==> src/rtl/depacketizer_pkg.sv <==
// Shared types and defaults for the HSI stream depacketizer.
package depacketizer_pkg;

    localparam int unsigned WORD_W          = 32;
    localparam int unsigned DEFAULT_PKT_LEN = 8;

    typedef enum logic [1:0] {
        IDLE  = 2'b00,
        RECV  = 2'b01,
        DRAIN = 2'b10,
        DROP  = 2'b11
    } state_t;

endpackage

==> src/rtl/depacketizer_if.sv <==
// Inbound AXI-Stream style link carrying packet beats into the depacketizer.
interface depacketizer_if;
    import depacketizer_pkg::*;

    logic [WORD_W-1:0] s_tdata;
    logic              s_tvalid;
    logic              s_tlast;
    logic              s_tready;

    modport master (output s_tdata, output s_tvalid, output s_tlast, input  s_tready);
    modport slave  (input  s_tdata, input  s_tvalid, input  s_tlast, output s_tready);

endinterface

==> src/rtl/depacketizer_pkt_buffer.sv <==
// One-packet register file: synchronous write port, registered read port.
module pkt_buffer
    import depacketizer_pkg::*;
#(
    parameter int unsigned DEPTH = DEFAULT_PKT_LEN,
    parameter int unsigned AW    = (DEPTH > 1) ? $clog2(DEPTH) : 1
) (
    input  logic              clock,
    input  logic              reset_n,
    input  logic              wr_en,
    input  logic [AW-1:0]     wr_addr,
    input  logic [WORD_W-1:0] wr_data,
    input  logic              rd_en,
    input  logic [AW-1:0]     rd_addr,
    output logic [WORD_W-1:0] rd_data
);

    logic [WORD_W-1:0] mem [DEPTH];

    // Storage is deliberately left unreset.
    always_ff @(posedge clock) begin
        if (wr_en) begin
            mem[wr_addr] <= wr_data;
        end
    end

    // Read register holds its value between reads.
    always_ff @(posedge clock or negedge reset_n) begin
        if (!reset_n) begin
            rd_data <= '0;
        end else if (rd_en) begin
            rd_data <= mem[rd_addr];
        end
    end

endmodule

==> src/rtl/depacketizer.sv <==
// Receives fixed-length stream packets, checks length, and replays good ones
// as one-word-per-cycle strobes; malformed packets are dropped and counted.
module depacketizer
    import depacketizer_pkg::*;
#(
    parameter int unsigned PKT_LEN = DEFAULT_PKT_LEN,
    parameter int unsigned CNT_W   = 16
) (
    input  logic              clock,
    input  logic              reset_n,
    depacketizer_if.slave     s,
    output logic [WORD_W-1:0] data_out,
    output logic              valid,
    output logic              err_short,
    output logic              err_long,
    output logic [CNT_W-1:0]  pkt_good,
    output logic [CNT_W-1:0]  pkt_bad
);

    localparam int unsigned      IDX_W    = (PKT_LEN > 1) ? $clog2(PKT_LEN) : 1;
    localparam logic [IDX_W-1:0] LAST_IDX = IDX_W'(PKT_LEN - 1);

    state_t           state;
    logic             tready_q;
    logic [IDX_W-1:0] wr_idx;
    logic [IDX_W-1:0] rd_idx;
    logic             accept;
    logic             wr_en;
    logic             rd_en;

    function automatic logic [CNT_W-1:0] sat_inc(input logic [CNT_W-1:0] v);
        return (&v) ? v : v + CNT_W'(1);
    endfunction

    assign s.s_tready = tready_q;
    assign accept     = s.s_tvalid & tready_q;
    assign wr_en      = accept & ((state == IDLE) | (state == RECV));
    assign rd_en      = (state == DRAIN);

    // The buffer's read register is the data_out register.
    pkt_buffer #(
        .DEPTH (PKT_LEN),
        .AW    (IDX_W)
    ) u_pkt_buffer (
        .clock   (clock),
        .reset_n (reset_n),
        .wr_en   (wr_en),
        .wr_addr (wr_idx),
        .wr_data (s.s_tdata),
        .rd_en   (rd_en),
        .rd_addr (rd_idx),
        .rd_data (data_out)
    );

    always_ff @(posedge clock or negedge reset_n) begin
        if (!reset_n) begin
            state     <= IDLE;
            tready_q  <= 1'b1;
            valid     <= 1'b0;
            err_short <= 1'b0;
            err_long  <= 1'b0;
            pkt_good  <= '0;
            pkt_bad   <= '0;
            wr_idx    <= '0;
            rd_idx    <= '0;
        end else begin
            valid     <= 1'b0;
            err_short <= 1'b0;
            err_long  <= 1'b0;
            case (state)
                IDLE, RECV: begin
                    if (accept) begin
                        if (wr_idx == LAST_IDX) begin
                            wr_idx <= '0;
                            if (s.s_tlast) begin
                                state    <= DRAIN;
                                tready_q <= 1'b0;
                            end else begin
                                state    <= DROP;
                            end
                        end else if (s.s_tlast) begin
                            err_short <= 1'b1;
                            pkt_bad   <= sat_inc(pkt_bad);
                            wr_idx    <= '0;
                            state     <= IDLE;
                        end else begin
                            wr_idx    <= wr_idx + IDX_W'(1);
                            state     <= RECV;
                        end
                    end
                end
                DRAIN: begin
                    valid <= 1'b1;
                    if (rd_idx == LAST_IDX) begin
                        rd_idx   <= '0;
                        pkt_good <= sat_inc(pkt_good);
                        tready_q <= 1'b1;
                        state    <= IDLE;
                    end else begin
                        rd_idx   <= rd_idx + IDX_W'(1);
                    end
                end
                DROP: begin
                    // Overlong packet: swallow beats until its TLAST.
                    if (accept && s.s_tlast) begin
                        err_long <= 1'b1;
                        pkt_bad  <= sat_inc(pkt_bad);
                        state    <= IDLE;
                    end
                end
                default: state <= IDLE;
            endcase
        end
    end

endmodule

==> src/flat_wrapper.sv <==
// flat-port wrapper written by rule: the top's interface ports become plain ports
module depacketizer_flat import depacketizer_pkg::*;
#(
    parameter int unsigned PKT_LEN = DEFAULT_PKT_LEN,
    parameter int unsigned CNT_W   = 16
)
  (clock, reset_n, data_out, valid, err_short, err_long, pkt_good, pkt_bad, s_s_tdata, s_s_tvalid, s_s_tlast, s_s_tready);
  depacketizer_if s_i ();
  input  logic clock;
  input  logic reset_n;
  output logic [WORD_W-1:0] data_out;
  output logic valid;
  output logic err_short;
  output logic err_long;
  output logic [CNT_W-1:0] pkt_good;
  output logic [CNT_W-1:0] pkt_bad;
  input wire logic [$bits(s_i.s_tdata)-1:0] s_s_tdata;
  input wire logic [$bits(s_i.s_tvalid)-1:0] s_s_tvalid;
  input wire logic [$bits(s_i.s_tlast)-1:0] s_s_tlast;
  output wire logic [$bits(s_i.s_tready)-1:0] s_s_tready;
  assign s_i.s_tdata = s_s_tdata;
  assign s_i.s_tvalid = s_s_tvalid;
  assign s_i.s_tlast = s_s_tlast;
  assign s_s_tready = s_i.s_tready;
  depacketizer #(.PKT_LEN(PKT_LEN), .CNT_W(CNT_W)) u_core (.clock(clock), .reset_n(reset_n), .s(s_i), .data_out(data_out), .valid(valid), .err_short(err_short), .err_long(err_long), .pkt_good(pkt_good), .pkt_bad(pkt_bad));
endmodule
==> config.mk <==
export PLATFORM = sky130hd
export DESIGN_NAME = depacketizer_flat
export DESIGN_NICKNAME = d
export VERILOG_FILES = /design/src/rtl/depacketizer_pkg.sv /design/src/rtl/depacketizer_if.sv /design/src/rtl/depacketizer_pkt_buffer.sv /design/src/rtl/depacketizer.sv /design/src/flat_wrapper.sv
export SDC_FILE = /design/constraint.sdc
export NUM_CORES = 1
export LEC_CHECK = 0
export ABC_CLOCK_PERIOD_IN_PS = 11400
export BUFFER_PORTS_ARGS = -buffer_cell sky130_fd_sc_hd__buf_2
export CORE_ASPECT_RATIO = 1.4
export CORE_MARGIN = 4
export CORE_UTILIZATION = 46
export CTS_BUF_LIST = sky130_fd_sc_hd__clkbuf_4
export CTS_CLUSTER_DIAMETER = 40
export DETAILED_ROUTE_END_ITERATION = 8
export GPL_TIMING_DRIVEN = 1
export MAX_ROUTING_LAYER = met4
export SYNTH_ARGS = -nofsm -noshare
export SYNTH_HDL_FRONTEND = slang
export SYNTH_SLANG_ARGS = --single-unit
==> constraint.sdc <==
create_clock -name clock -period 11.4 [get_ports clock]
set_clock_uncertainty 0.05 [all_clocks]
set_input_delay 2.28 -clock clock [delete_from_list [all_inputs] [get_ports clock]]
set_output_delay 2.28 -clock clock [all_outputs]
set_load 0.02 [all_outputs]
==> reports/qor.yml <==
path_cells: "buf_2 > nand2_1 > or3_1 > nor2_4"
hold_viol: 0
cp.arrival_ns: 3.98
end_kind: "flop"
critPathMaxStageDelay_ns: 0.97
crit_type: "in -> reg"
first_iter_violations: 419
synthCells: 682
layout.nets: 892
ys_types: 39
ys_warn_count: 0
rows: 71
min_period_ns: 3.75
status: "finished, final reports clean"
avgSynthCellArea_um2: 18.7
fmax_ghz: 0.267
power_frac_seq_pct: 54.5
cts_buffer_depth: 3
grtUsageTotal_pct: 18.1
syn-cell-area_mm2: 0.0127
crit_buf_inv: 1
yosysTopAreaCell: "edfxtp_1"
ys.flop_type: "edfxtp_1"
rr_endpoint: "u_core.pkt_good[6]"
pwr-share-clk_pct: 36.0
numCtsBuffers: 79
hold_buffers: 0
route.detailed.drc: 0
dp_hpwl_mm: 14.4
crit_family: "simple AND/OR/NAND/NOR gates"
synth_fp_nets: 724
grt_max_degree: 71
fin_area_mm2: 0.0148
root_buffer: "clkbuf_4"
port-buffer-count: 103
critPathSlowestCell: "nor2_4"
startpoint_type: "input port"
hold_end: "u_core.u_pkt_buffer.rd_data[13]"
dpl_cell_area_mm2: 0.0137
internal_power_w: 0.00202
ios: 104
wl_per_cell_um: 19.8
cts_setup_buffers: 0
cts_tree: "built"
gp_congestion: 0.883
area_delta_synth_final_pct: 16.1
routed_via_density: 5.23
ctsResizeCount: 0
clk_latency_ns: 0.68
report.final.setup_viol: 0
ys_seq_area_share_pct: 75.3
die_w_um: 149
netlist_top_cells_count: "edfxtp_1 (256), dfrtp_1 (75), nand2_1 (67)"
hp-class: "reg -> reg"
die_h_um: 205
overflow: 0
htreeDepth: 3
clkTransAtPathRegs_ns: 0.06
dieArea_mm2: 0.0305
ys_seq_elements: 332
yosysMostFrequentCell: "edfxtp_1"
vias: 6704
worst_slew_pin_slew_ns: 1.18
clock-sinks: 332
required_ns: 11.63
tns_ns: 0
p_per_area_mw_per_mm2: 181
dr.pass1.iters: 4
totalPowerFinal_w: 0.00267
crit_path_max_fanout: 32
synth_area_leaders: "edfxtp_1 (60%), dfrtp_1 (15%), mux4_2 (11%)"
p_sw_w: 0.000651
synth_edf_count: 256
layout-drive-gt1-share_pct: 36.6
r2r_cells: 7
synth.top_cell.area_share_pct: 60.3
hold_depth: 2
start_util_pct: 47.0
switching_share_pct: 24.3
hold_slack_ns: 0.424
slew_violations: 0
core_area_mm2: 0.0271
grt_pass1_wl_mm: 40.7
async_flop_share_pct: 22.9
drt-total-wl_mm: 25.4
r2r_slack_ns: 8.51
reg2reg_from: "u_core.rd_idx[0]"
cellLeakagePower_nw: 5.43
ant_nets: 0
pwr-share-comb_pct: 9.5
peakVddDrop_mv: 0.0672
relSlewSlack_pct: 20.9
grt_antenna_before_repair: 3
finalCritPeriodShare_pct: 32.9
rsz0062_at_grt: "false"
cap_violations: 0
first_global_vias: 7478
hp-start: "u_core.u_pkt_buffer.rd_data[13]"
-- worst min-delay path: cells and delay by family, from the launching register on --
| family | cells | cell delay (ns) |
|---|---|---|
| AOI/OAI and AO/OA | 1 | 0.06 |
| DFF | 1 | 0.34 |
| and+or+nand+nor | 1 | 0.04 |
-- flip-flops by register name (all words and copies together), names as in the netlist --
register                     cells
u_core.state                     2
u_core.wr_idx                    3
u_core.err_short                 1
u_core.valid                     1
u_core.pkt_good                 16
u_core.u_pkt_buffer.rd_data     32
u_core.s.s_tready                1
u_core.rd_idx                    3
u_core.u_pkt_buffer.mem        256
u_core.pkt_bad                  16
u_core.err_long                  1
-- metal layers --
| metal | track usage (%) | wire (µm) | up-vias |
|---|---|---|---|
| met3 | 4.38 | 1370 | 34 |
| met2 | 30.5 | 13400 | 176 |
| li1 | - | - | 3084 |
| met1 | 21.0 | 10200 | 3410 |
| met5 | - | 0 | - |
| met4 | 6.83 | 393 | 0 |
-- metrics by stage --
| stage | cells | util [%] | worst slack (ns) |
|---|---|---|---|
| 4_1_cts | 1278 | 54.6 | 7.56 |
| 2_1_floorplan | 682 | - | 5.94 |
| 5_1_grt | 1281 | 54.6 | 7.55 |
| 3_3_place_gp | 1134 | 50.7 | 6.98 |
| 3_5_place_dp | 1134 | 50.7 | 6.93 |
| 6_report | 1282 | 54.6 | 7.65 |
-- cells in the final DEF, fill, tap and decap left out, types with 5 or more instances in the layout --
cell / netlist / routed
mux2i_1: 32 / 32
buf_2: 9 / 102
xnor2_1: 18 / 18
ha_1: 6 / 6
buf_4: 1 / 11
dfrtp_1: 75 / 72
nand4_1: 13 / 13
and3_1: 7 / 7
edfxtp_1: 256 / 256
nand3_1: 15 / 15
o21ai_0: 35 / 35
nor4_1: 5 / 5
clkbuf_4: 0 / 132
inv_2: 1 / 5
nor2_4: 0 / 6
xor2_1: 7 / 7
nand2_1: 67 / 67
nor2_1: 17 / 11
mux4_2: 64 / 64
clkinv_1: 0 / 8
-- power by group through the flow --
stage	registers (W)	clock network [W]	logic (W)
finish	0.00146	0.000963	0.000254
global placement	0.00148	0	0.000254
floorplan	0.00148	0	0.000145
CTS	0.00146	0.00101	0.000261
detailed placement	0.00148	0	0.000261
global route	0.00147	0.00108	0.000281
-- worst max-delay path by stage --
| stage | startpoint | end | cells after the start |
|---|---|---|---|
| 2_1_floorplan | s_s_tvalid | u_core.u_pkt_buffer.mem[0][0] | 3 |
| 3_3_place_gp | s_s_tvalid | u_core.u_pkt_buffer.mem[4][5] | 4 |
| 3_5_place_dp | s_s_tvalid | u_core.u_pkt_buffer.mem[4][10] | 4 |
| 4_1_cts | u_core.s.s_tready | s_s_tready | 1 |
| 5_1_grt | u_core.s.s_tready | s_s_tready | 1 |
| 6_report | s_s_tvalid | u_core.u_pkt_buffer.mem[4][9] | 4 |
-- layout make-up --
| cell class | instances | area [µm²] |
|---|---|---|
| multi-input cells | 320 | 3080 |
| repair buffers | 113 | 593 |
| well taps | 365 | 457 |
| fillers | 2225 | 12300 |
| diodes | 4 | 10.0 |
| clock inverters | 12 | 45.0 |
| flip-flops and latches | 332 | 9600 |
| clock buffers | 132 | 991 |
| inverters | 4 | 15.0 |
-- logic make-up (layout without fill, tap and decap cells) --
family / after synthesis / after routing / share of synthesized area (%)
and+or+nand+nor: 145 / 145 / 5.45
buffers and inverters: 30 / 261 / 1.00
DFF: 332 / 332 / 75.3
adders and majority gates: 6 / 6 / 0.589
xor gates and xnor gates: 25 / 25 / 1.72
muxes: 99 / 99 / 14.1
other: 0 / 4 / 0
AOI/OAI and AO/OA: 45 / 45 / 1.90
(Power assumes the default switching activity.)
